<file path="src/rtl/cosine_arbiter_pkg.sv">
// Shared types and constants for the cosine datapath arbiter.
// Optional statistics counters are enabled with COSINE_ARBITER_STATS_EN.
package cosine_arbiter_pkg;

  localparam int COS_LATENCY = 6;
  localparam int FP_W        = 32;
  localparam int MAX_REQ     = 8;
  localparam int ID_W        = $clog2(MAX_REQ);

  typedef enum logic [1:0] {
    IDLE,
    INFLIGHT,
    FULL
  } slot_state_e;

  typedef struct packed {
    logic            v;
    logic [ID_W-1:0] id;
  } tag_t;

endpackage

</file>
<file path="src/rtl/rr_arbiter.sv">
// Round-robin arbiter: one-hot grant among requests, the granted index
// becomes lowest priority on the next cycle.
module rr_arbiter #(
  parameter int NUM_REQ = 2
) (
  input  logic               clk,
  input  logic               reset,
  input  logic [NUM_REQ-1:0] req,
  output logic [NUM_REQ-1:0] grant
);

  localparam int PTR_W = (NUM_REQ > 1) ? $clog2(NUM_REQ) : 1;

  logic [PTR_W-1:0] ptr;
  logic [PTR_W-1:0] ptr_nxt;
  logic             found;

  always_comb begin
    grant   = '0;
    ptr_nxt = ptr;
    found   = 1'b0;
    for (int i = 0; i < NUM_REQ; i++) begin
      for (int k = 0; k < NUM_REQ; k++) begin
        if (!found && req[k] && (((int'(ptr) + i) % NUM_REQ) == k)) begin
          grant[k] = 1'b1;
          ptr_nxt  = PTR_W'((k + 1) % NUM_REQ);
          found    = 1'b1;
        end
      end
    end
  end

  always_ff @(posedge clk or posedge reset) begin
    if (reset) begin
      ptr <= '0;
    end else if (found) begin
      ptr <= ptr_nxt;
    end
  end

endmodule

</file>
<file path="src/rtl/cosine_arbiter.sv">
// Shares one pipelined cosine datapath between NUM_REQ requesters with
// per-requester result slots. Define COSINE_ARBITER_STATS_EN for counters.
module cosine_arbiter
  import cosine_arbiter_pkg::*;
#(
  parameter int NUM_REQ = 2,
  parameter int LATENCY = COS_LATENCY,
  parameter int DATA_W  = FP_W
) (
  input  logic                      clk,
  input  logic                      reset,
  input  logic [NUM_REQ-1:0]        req_valid,
  input  logic [NUM_REQ*DATA_W-1:0] req_angle,
  output logic [NUM_REQ-1:0]        req_ready,
  output logic [NUM_REQ-1:0]        rsp_valid,
  output logic [NUM_REQ*DATA_W-1:0] rsp_data,
  input  logic [NUM_REQ-1:0]        rsp_ready,
  output logic                      cos_clk_en,
  output logic [DATA_W-1:0]         cos_angle,
  input  logic [DATA_W-1:0]         cos_result,
  output logic                      busy
`ifdef COSINE_ARBITER_STATS_EN
  ,
  output logic [31:0]               stat_issued,
  output logic [31:0]               stat_stall
`endif
);

  slot_state_e         state     [NUM_REQ];
  slot_state_e         state_nxt [NUM_REQ];
  logic [NUM_REQ-1:0]  idle;
  logic [NUM_REQ-1:0]  eligible;
  logic                accept;
  logic [ID_W-1:0]     grant_id;
  logic [DATA_W-1:0]   angle_sel;
  tag_t                iss_p0;
  tag_t                tag_p [LATENCY];
  tag_t                cap;

  // Nothing is granted while reset is held so req_ready reads 0 immediately.
  always_comb begin
    idle = '0;
    for (int k = 0; k < NUM_REQ; k++) begin
      idle[k] = (state[k] == IDLE);
    end
    eligible = req_valid & idle & {NUM_REQ{~reset}};
  end

  rr_arbiter #(
    .NUM_REQ(NUM_REQ)
  ) u_rr (
    .clk  (clk),
    .reset(reset),
    .req  (eligible),
    .grant(req_ready)
  );

  always_comb begin
    accept    = |req_ready;
    grant_id  = '0;
    angle_sel = '0;
    for (int k = 0; k < NUM_REQ; k++) begin
      if (req_ready[k]) begin
        grant_id  = ID_W'(k);
        angle_sel = req_angle[k*DATA_W +: DATA_W];
      end
    end
  end

  // Issue stage: iss_p0 travels with cos_angle, then LATENCY tag stages
  // line up the final tag with the datapath result.
  always_ff @(posedge clk or posedge reset) begin
    if (reset) begin
      cos_angle <= '0;
      iss_p0    <= '0;
      for (int s = 0; s < LATENCY; s++) begin
        tag_p[s] <= '0;
      end
    end else begin
      if (accept) begin
        cos_angle <= angle_sel;
      end
      iss_p0.v  <= accept;
      iss_p0.id <= grant_id;
      tag_p[0]  <= iss_p0;
      for (int s = 1; s < LATENCY; s++) begin
        tag_p[s] <= tag_p[s-1];
      end
    end
  end

  assign cap = tag_p[LATENCY-1];

  // The capture edge itself needs no datapath advance, so the last stage is
  // left out of the enable.
  always_comb begin
    cos_clk_en = accept | iss_p0.v;
    for (int s = 0; s < LATENCY - 1; s++) begin
      cos_clk_en = cos_clk_en | tag_p[s].v;
    end
  end

  always_ff @(posedge clk or posedge reset) begin
    if (reset) begin
      for (int k = 0; k < NUM_REQ; k++) begin
        state[k] <= IDLE;
      end
    end else begin
      for (int k = 0; k < NUM_REQ; k++) begin
        state[k] <= state_nxt[k];
      end
    end
  end

  always_comb begin
    for (int k = 0; k < NUM_REQ; k++) begin
      state_nxt[k] = state[k];
      case (state[k])
        IDLE:     if (req_ready[k]) state_nxt[k] = INFLIGHT;
        INFLIGHT: if (cap.v && (cap.id == ID_W'(k))) state_nxt[k] = FULL;
        FULL:     if (rsp_ready[k]) state_nxt[k] = IDLE;
        default:  state_nxt[k] = IDLE;
      endcase
    end
  end

  // Result slots keep their value after a pop until the next capture.
  always_ff @(posedge clk or posedge reset) begin
    if (reset) begin
      rsp_data <= '0;
    end else begin
      for (int k = 0; k < NUM_REQ; k++) begin
        if (cap.v && (cap.id == ID_W'(k))) begin
          rsp_data[k*DATA_W +: DATA_W] <= cos_result;
        end
      end
    end
  end

  always_comb begin
    rsp_valid = '0;
    for (int k = 0; k < NUM_REQ; k++) begin
      rsp_valid[k] = (state[k] == FULL);
    end
    busy = ~(&idle);
  end

`ifdef COSINE_ARBITER_STATS_EN
  always_ff @(posedge clk or posedge reset) begin
    if (reset) begin
      stat_issued <= '0;
      stat_stall  <= '0;
    end else begin
      if (accept) begin
        stat_issued <= stat_issued + 32'd1;
      end
      if ((|req_valid) && !accept) begin
        stat_stall <= stat_stall + 32'd1;
      end
    end
  end
`endif

endmodule

</file>
<file path="config.mk">
export PLATFORM = sky130hd
export DESIGN_NAME = cosine_arbiter
export DESIGN_NICKNAME = d
export VERILOG_FILES = /design/src/rtl/cosine_arbiter_pkg.sv /design/src/rtl/rr_arbiter.sv /design/src/rtl/cosine_arbiter.sv
export SDC_FILE = /design/constraint.sdc
export NUM_CORES = 1
export LEC_CHECK = 0
export CAP_MARGIN = 5
export CORE_ASPECT_RATIO = 0.9
export CORE_MARGIN = 2
export CORE_UTILIZATION = 35
export CTS_CLUSTER_DIAMETER = 120
export DETAILED_ROUTE_END_ITERATION = 6
export HOLD_SLACK_MARGIN = 0.05
export PLACE_DENSITY = 0.66
export SLEW_MARGIN = 20
export SYNTH_ARGS = -nofsm -noshare
export SYNTH_HDL_FRONTEND = slang
export SYNTH_HIERARCHICAL = 1
export SYNTH_SLANG_ARGS = --single-unit
</file>
<file path="constraint.sdc">
create_clock -name clk -period 4.65 [get_ports clk]
set_clock_uncertainty 0.05 [all_clocks]
set_input_delay 0.93 -clock clk [delete_from_list [all_inputs] [get_ports clk]]
set_output_delay 0.93 -clock clk [all_outputs]
set_load 0.1 [all_outputs]
</file>
==> flow_summary_export.csv, run 1 <==
group,metric,value,unit
yosys,syn_nets,422,
setup_path,worstSetupPathType,"input pin to output pin",
timing,setup_violations,0,
yosys,synth_edf_count,0,
yosys,syn_inst,320,
grt,grt.total_usage,16.9,%
setup_path,cp_data_arrival_time,2990,ps
min_path,holdPathStages,0,
drt,via_per_inst,4.69,
cells_and_area,layout-area-overhead-vs-synth,64.4,%
drt,num_vias,3324,
clock_tree,cts_tree,"done",
yosys,synth_cell_types,24,
timing,hold_viol,0,
clock_tree,cts_resized,0,
drt,dr.pass1.iters,4,
timing,post-route-period-util,85.3,%
drt,antenna_left,0,
clock_tree,post_cts_buffers,0,
timing,rsz0062_at_grt,"no",
clock_tree,clk_pin_slew,50,ps
timing,fin_crit,3970,ps
cells_and_area,layout-drive-gt1-share,19.3,%
grt,grt_antenna_before_repair,0,
floorplanning,die_h,111,um
floorplanning,ios,204,
yosys,ys_ff_latch,115,
clock_tree,cts-hold-fix-buffers,0,
grt,grt_pass1_wl,17600,um
drt,drc_errors,0,
setup_path,worstPathRequired,3670,ps
timing,fmax,252,MHz
cells_and_area,finish.utilization,58.3,%
cells_and_area,final_common_cell,"clkdlybuf4s50_1",
setup_path,r2r_slack,2390,ps
clock_tree,cts_max_level,4,
floorplanning,dieWidth,123,um
grt,grt_max_degree,81,
timing,drv_slew,0,
floorplanning,rows,39,
placed_design,dp_hpwl,7890,um
placed_design,place.port_buffers,203,
floorplanning,die_area,13600,sq um
placed_design,gp_congestion,0.764,
setup_path,crit_chain,"clkdlybuf4s50_1 > nor4b_1 > buf_4 > a21boi_4 > or2_1 > or4_1 > buf_12",
yosys,yosysSeqAreaShare,64.7,%
clock_tree,clock-sinks,115,
clock_tree,numCtsBuffers,17,
setup_path,worst_path_max_delay_cell,"or4_1",
yosys,synth_area,4450,sq um
clock_tree,cts.path.max_buffers,2,
cells_and_area,antenna_cells,0,
setup_path,path_max_fanout,4,
yosys,ys.flop_type,"dfrtp_1",
yosys,ys_warn_count,6,
setup_path,cp_top_family,"simple AND/OR/NAND/NOR gates",
min_path,worstHoldPathType,"flop to flop",
drt,routed_wirelength,11000,um
status,status,"complete, no violations",
cells_and_area,final_nets,634,
setup_path,crit_buf_inv,3,
clock_tree,clock_tree.root_cell,"clkbuf_16",
timing,setup_tns,0,ps
grt,grt_overflow,0,
floorplanning,coreArea,12500,sq um
setup_path,max_stage_delay,530,ps
drt,drt_iter0_drc,118,
yosys,synth-async-reset-ratio,100,%
setup_path,cp.depth,7,
clock_tree,clock_latency,400,ps
timing,worst_slew_pin_slew,1020,ps
setup_path,critPathLaunchType,"input pin",
grt,first_global_vias,3562,
job,maxCapViolCount,0,
floorplanning,start_util,35.5,%
setup_path,critPathCaptureType,"output pin",
setup_path,worstRegToRegCells,6,
cells_and_area,final_cell_mix,"clkdlybuf4s50_1 (200), dfrtp_1 (115), mux2_2 (62), nand2_1 (33)",
yosys,avgSynthCellArea,13.9,sq um
timing,relSlewSlack,31.9,%
drt,wl_per_cell,15.6,um
## worst reg2reg max path, cell delays in order (launching register included)
cell and delay, ps:
dfrtp_1 420, nor4b_1 380, buf_4 210, a21boi_4 180, buf_4 490, mux2i_1 290
o21ai_0 100
## Yosys cell counts (all sizes together), types with 2 or more instances
cell type / number / area, sq um
dfrtp: 115 / 2880
mux2: 64 / 721
nand2: 33 / 124
mux2i: 32 / 320
o21ai: 32 / 160
buf: 11 / 55.1
clkbuf: 7 / 27.5
inv: 6 / 22.5
or4: 3 / 22.5
a21boi: 2 / 15.0
nor2: 2 / 7.51
nor2b: 2 / 12.5
nor4b: 2 / 17.5
o2bb2ai: 2 / 17.5
## flip-flops by register name, summed over array words and instances, names as in the netlist
signal	flops
state	4
u_rr/ptr	1
iss_p0	2
rsp_data	64
tag_p	10
cap	2
cos_angle	32
## metal layers
| layer | share of wire [%] | vias to the layer above | global-route usage (%) | wire length (um) |
|---|---|---|---|---|
| li1 | - | 1543 | - | - |
| met1 | 40 | 1602 | 19.1 | 4450 |
| met2 | 45 | 160 | 27.0 | 5020 |
| met3 | 12 | 19 | 8.38 | 1350 |
| met4 | 2.1 | 0 | 7.20 | 228 |
| met5 | 0 | - | 0 | 0 |
## layout make-up
class / count / area, sq um
Clock buffer: 22 / 464
Clock inverter: 10 / 131
Fill cell: 1006 / 5230
Inverter: 6 / 25.0
Multi-Input combinational cell: 181 / 1490
Sequential cell: 115 / 2880
Tap cell: 164 / 205
Timing Repair Buffer: 211 / 2120
## final timing paths
kind / from / to
setup / recovery: reset / cos_clk_en
hold / removal: tag_p[4] / cap[0]
setup reg to reg: state[3] / cos_angle[26]
hold reg to reg: tag_p[4] / cap[0]
max in group asynchronous: reset / cos_angle[22]
min in group asynchronous: reset / u_rr/ptr
## metrics by stage
stage | cell area, sq um | setup slack, ps | std cells | hold slack (ps)
3_3_place_gp | 6720 | 775 | 677 | 286
6_report | 7310 | 683 | 709 | 295
3_5_place_dp | 6720 | 691 | 677 | 289
2_1_floorplan | 4460 | 153 | 320 | 281
4_1_cts | 7310 | 671 | 709 | 296
5_1_grt | 7310 | 542 | 709 | 304
## cells by family after synthesis
family | Yosys count | synth area share, %
buf+inv | 24 | 2.36
simple gates | 46 | 4.70
flops | 115 | 64.7
compound gates | 39 | 4.87
mux | 96 | 23.4
Power of run 1 is not shown: default switching activity piles up to over one toggle a cycle in this logic, so the estimate is an artifact.
==> run 2, diff against run 1 <==
- clock period: 4.65 -> 4.8 ns (I/O delays scaled with it)
==> run 2 against run 1 <==
Net effect:
- die area unchanged
- setup slack improved by 96 ps
- count of clock-buffer cells in the layout unchanged
- final cell count is 0.14% lower
- utilization is 0.27 points higher
- largest cell class unchanged
- critical path depth unchanged
==> flow_summary_export.csv, run 2 (synthesis results as in run 1) <==
group,metric,value,unit
status,status,"complete, no violations",
timing,rsz0062_at_grt,"no",
floorplanning,ios,204,
cells_and_area,top_regs,"rsp_data x64, cos_angle x32, tag_p x10",
floorplanning,dieWidth,123,um
setup_path,max_stage_delay,530,ps
drt,num_vias,3335,
timing,fmax,249,MHz
floorplanning,coreArea,12500,sq um
timing,setup_violations,0,
cells_and_area,final_cell_mix,"clkdlybuf4s50_1 (200), dfrtp_1 (115), mux2_2 (62), nand2_1 (33)",
setup_path,worst_path_max_delay_cell,"or4_1",
placed_design,dp_hpwl,7860,um
job,maxCapViolCount,0,
drt,routed_wirelength,11100,um
clock_tree,cts.path.max_buffers,2,
timing,fin_crit,4020,ps
clock_tree,clk_pin_slew,50,ps
setup_path,cp_top_family,"simple AND/OR/NAND/NOR gates",
cells_and_area,nFillCells,1046,
placed_design,place.port_buffers,203,
timing,fin_hold_ws,296,ps
timing,worst_slew_pin_slew,1030,ps
grt,top_usage_layer,"met2",
timing,relSlewSlack,31.1,%
grt,first_global_vias,3574,
timing,drv_slew,0,
cells_and_area,finish.utilization,58.6,%
clock_tree,cts_resized,0,
cells_and_area,regMostFlops,"rsp_data",
clock_tree,numCtsBuffers,17,
clock_tree,cts_tree,"done",
cells_and_area,layout-area-overhead-vs-synth,65.2,%
clock_tree,cts-hold-fix-buffers,0,
timing,setup_tns,0,ps
setup_path,critPathLaunchType,"input pin",
cells_and_area,largest_register_ffs,64,
timing,hold_viol,0,
clock_tree,clock-sinks,115,
setup_path,critPathCaptureType,"output pin",
grt,grt.total_usage,17.0,%
clock_tree,post_cts_buffers,0,
floorplanning,start_util,35.5,%
setup_path,worstPathRequired,3790,ps
grt,grt_util_met3,8.69,%
cells_and_area,antenna_cells,0,
clock_tree,clock_latency,410,ps
drt,antenna_left,0,
drt,drc_errors,0,
setup_path,crit_buf_inv,3,
floorplanning,die_h,111,um
setup_path,crit_chain,"clkdlybuf4s50_1 > nor4b_1 > buf_4 > a21boi_4 > or2_1 > or4_1 > buf_12",
setup_path,path_max_fanout,4,
clock_tree,clock_tree.root_cell,"clkbuf_16",
drt,wl_per_cell,15.7,um
drt,drt_iter0_drc,99,
setup_path,cp_data_arrival_time,3010,ps
grt,grt_max_degree,81,
placed_design,gp_congestion,0.766,
min_path,worstHoldPathType,"flop to flop",
setup_path,worstSetupPathType,"input pin to output pin",
cells_and_area,ff_latch_area,2880,sq um
grt,grt.met2_usage,27.1,%
timing,post-route-period-util,83.8,%
drt,dr.pass1.iters,4,
grt,grt_pass1_wl,17400,um
cells_and_area,final_common_cell,"clkdlybuf4s50_1",
floorplanning,rows,39,
cells_and_area,layout-drive-gt1-share,19.3,%
cells_and_area,final_nets,634,
floorplanning,die_area,13600,sq um
clock_tree,cts_max_level,4,
grt,grt_overflow,0,
drt,via_per_inst,4.71,
grt,grt_util_met1,18.3,%
cells_and_area,multi_input_area,1490,sq um
grt,grt_antenna_before_repair,0,
run 2: worst reg2reg max path, stage by stage (launching register included):
cell	delay [ps]
dfrtp_1	420
nor4b_1	350
buf_4	200
a21boi_4	170
buf_4	500
mux2i_1	300
o21ai_0	100
run 2: routing by layer:
| layer | vias to the layer above | share of wire [%] |
|---|---|---|
| met5 | - | 0 |
| met2 | 156 | 47 |
| li1 | 1542 | - |
| met4 | 0 | 2.0 |
| met3 | 20 | 13 |
| met1 | 1617 | 39 |
run 2: final timing paths:
check / from / to / slack (ps) / depth (start not counted)
max: reset / cos_clk_en / 780 / 7
min: tag_p[8] / tag_p[4] / 300 / 0
max reg2reg: state[3] / cos_angle[24] / 2570 / 6
min reg2reg: tag_p[8] / tag_p[4] / 300 / 0
max in group asynchronous: reset / rsp_data[53] / 2860 / 3
min in group asynchronous: reset / u_rr/ptr / 800 / 2
run 2: cell type report:
cell class | count | area share [%]
tap | 164 | 2.79
sequential | 115 | 39.2
inverter | 6 | 0.375
clock buffer | 22 | 6.45
multi-input combinational | 181 | 20.3
timing repair buffer | 211 | 28.9
clock inverter | 9 | 2.08
run 2: stage by stage:
step                setup slack [ps]  instances  instance area (sq um)
floorplan                        243        320                   4460
global placement                 859        677                   6720
detailed placement               807        677                   6720
CTS                              784        708                   7350
global route                     675        708                   7350
finish                           779        708                   7350
Power of run 2 is left out for the same reason.
==> run 3, diff against run 2 <==
- clock period: 4.8 -> 3.82 ns (I/O delays scaled with it)
==> run 3 against run 2 <==
Net effect:
- final area is 0.85% higher
- via count is 1.8% lower
- global-route usage is 0.64 points lower
- utilization is 0.50 points higher
==> flow_summary_export.csv, run 3 (synthesis results as in run 1) <==
group,metric,value,unit
status,status,"complete, no violations",
drt,drc_errors,0,
grt,first_global_vias,3391,
setup_path,cp_data_arrival_time,2720,ps
setup_path,worstSetupPathType,"input pin to output pin",
placed_design,place.port_buffers,203,
setup_path,path_max_fanout,4,
cells_and_area,final_common_cell,"clkdlybuf4s50_1",
grt,grt_overflow,0,
cells_and_area,largest_register_ffs,64,
timing,fmax,283,MHz
setup_path,critPathLaunchType,"input pin",
clock_tree,clk_pin_slew,50,ps
setup_path,max_stage_delay,510,ps
placed_design,gp_congestion,0.765,
cells_and_area,final_nets,635,
cells_and_area,antenna_cells,0,
clock_tree,numCtsBuffers,17,
grt,grt_max_degree,68,
clock_tree,cts_max_level,4,
setup_path,crit_buf_inv,3,
cells_and_area,regMostFlops,"rsp_data",
grt,grt_antenna_before_repair,0,
timing,worst_slew_pin_slew,1020,ps
setup_path,worstPathRequired,3010,ps
clock_tree,cts_tree,"done",
floorplanning,die_area,13600,sq um
timing,setup_tns,0,ps
floorplanning,start_util,35.5,%
grt,grt_pass1_wl,17200,um
drt,antenna_left,0,
cells_and_area,final_cell_mix,"clkdlybuf4s50_1 (198), dfrtp_1 (115), mux2_2 (62), nand2_1 (33)",
timing,drv_slew,0,
cells_and_area,nFillCells,1026,
cells_and_area,layout-drive-gt1-share,20.1,%
timing,setup_violations,0,
drt,dr.pass1.iters,5,
drt,num_vias,3275,
drt,drt_iter0_drc,125,
timing,rsz0062_at_grt,"no",
floorplanning,ios,204,
cells_and_area,design_area,7410,sq um
floorplanning,rows,39,
cells_and_area,top_regs,"rsp_data x64, cos_angle x32, tag_p x10",
placed_design,dpl.cell_count,678,
floorplanning,die_h,111,um
drt,via_per_inst,4.61,
cells_and_area,fin_cells,710,
cells_and_area,layout-area-overhead-vs-synth,66.6,%
clock_tree,cts_resized,0,
timing,fin_crit,3530,ps
job,maxCapViolCount,0,
clock_tree,clock_latency,390,ps
clock_tree,cts.path.max_buffers,2,
placed_design,dp_hpwl,7780,um
timing,post-route-period-util,92.5,%
setup_path,worst_path_max_delay_cell,"or4_4",
drt,wl_per_cell,15.2,um
floorplanning,dieWidth,123,um
clock_tree,cts-hold-fix-buffers,0,
clock_tree,clock-sinks,115,
clock_tree,clock_tree.root_cell,"clkbuf_16",
clock_tree,post_cts_buffers,0,
timing,hold_viol,0,
placed_design,place_area,6740,sq um
grt,grt.total_usage,16.3,%
timing,relSlewSlack,32.0,%
setup_path,cp_top_family,"simple AND/OR/NAND/NOR gates",
cells_and_area,ff_latch_area,2880,sq um
cells_and_area,multi_input_area,1490,sq um
drt,routed_wirelength,10800,um
min_path,worstHoldPathType,"flop to flop",
setup_path,critPathCaptureType,"output pin",
floorplanning,coreArea,12500,sq um
setup_path,crit_chain,"clkdlybuf4s50_1 > nor4b_1 > buf_4 > a21boi_4 > or2_1 > or4_4 > buf_12",
-- run 3: area by class of cell --
cell class	count	area share [%]
flip-flops and latches	115	38.8
repair buffers	212	28.8
multi-input cells	181	20.1
clock buffers	24	6.77
well taps	164	2.77
clock inverters	8	2.30
inverters	6	0.355
-- run 3: metal layers --
layer | global-route usage [%] | vias up | wire, um
met5 | 0 | - | 0
met4 | 6.67 | 0 | 82
met3 | 7.30 | 6 | 1170
met2 | 24.7 | 150 | 4860
met1 | 20.3 | 1574 | 4690
li1 | - | 1545 | -
-- run 3: final timing paths --
check / from / depth (start not counted) / slack, ps / to
worst max-delay path: reset / 7 / 290 / cos_clk_en
worst min-delay path: tag_p[12] / 0 / 300 / tag_p[8]
worst max register to register: state[3] / 6 / 1650 / cos_angle[25]
worst min register to register: tag_p[12] / 0 / 300 / tag_p[8]
max in group asynchronous: reset / 3 / 2210 / rsp_data[21]
min in group asynchronous: reset / 2 / 590 / u_rr/ptr
-- run 3: through the flow --
step	hold WS (ps)	utilization (%)	setup WS, ps
after floorplan	281	-	162
after global placement	284	53.7	262
after detailed placement	288	53.7	269
after CTS	300	59.1	252
after global routing	304	59.1	157
final	298	59.1	288
Power of run 3 is left out for the same reason.
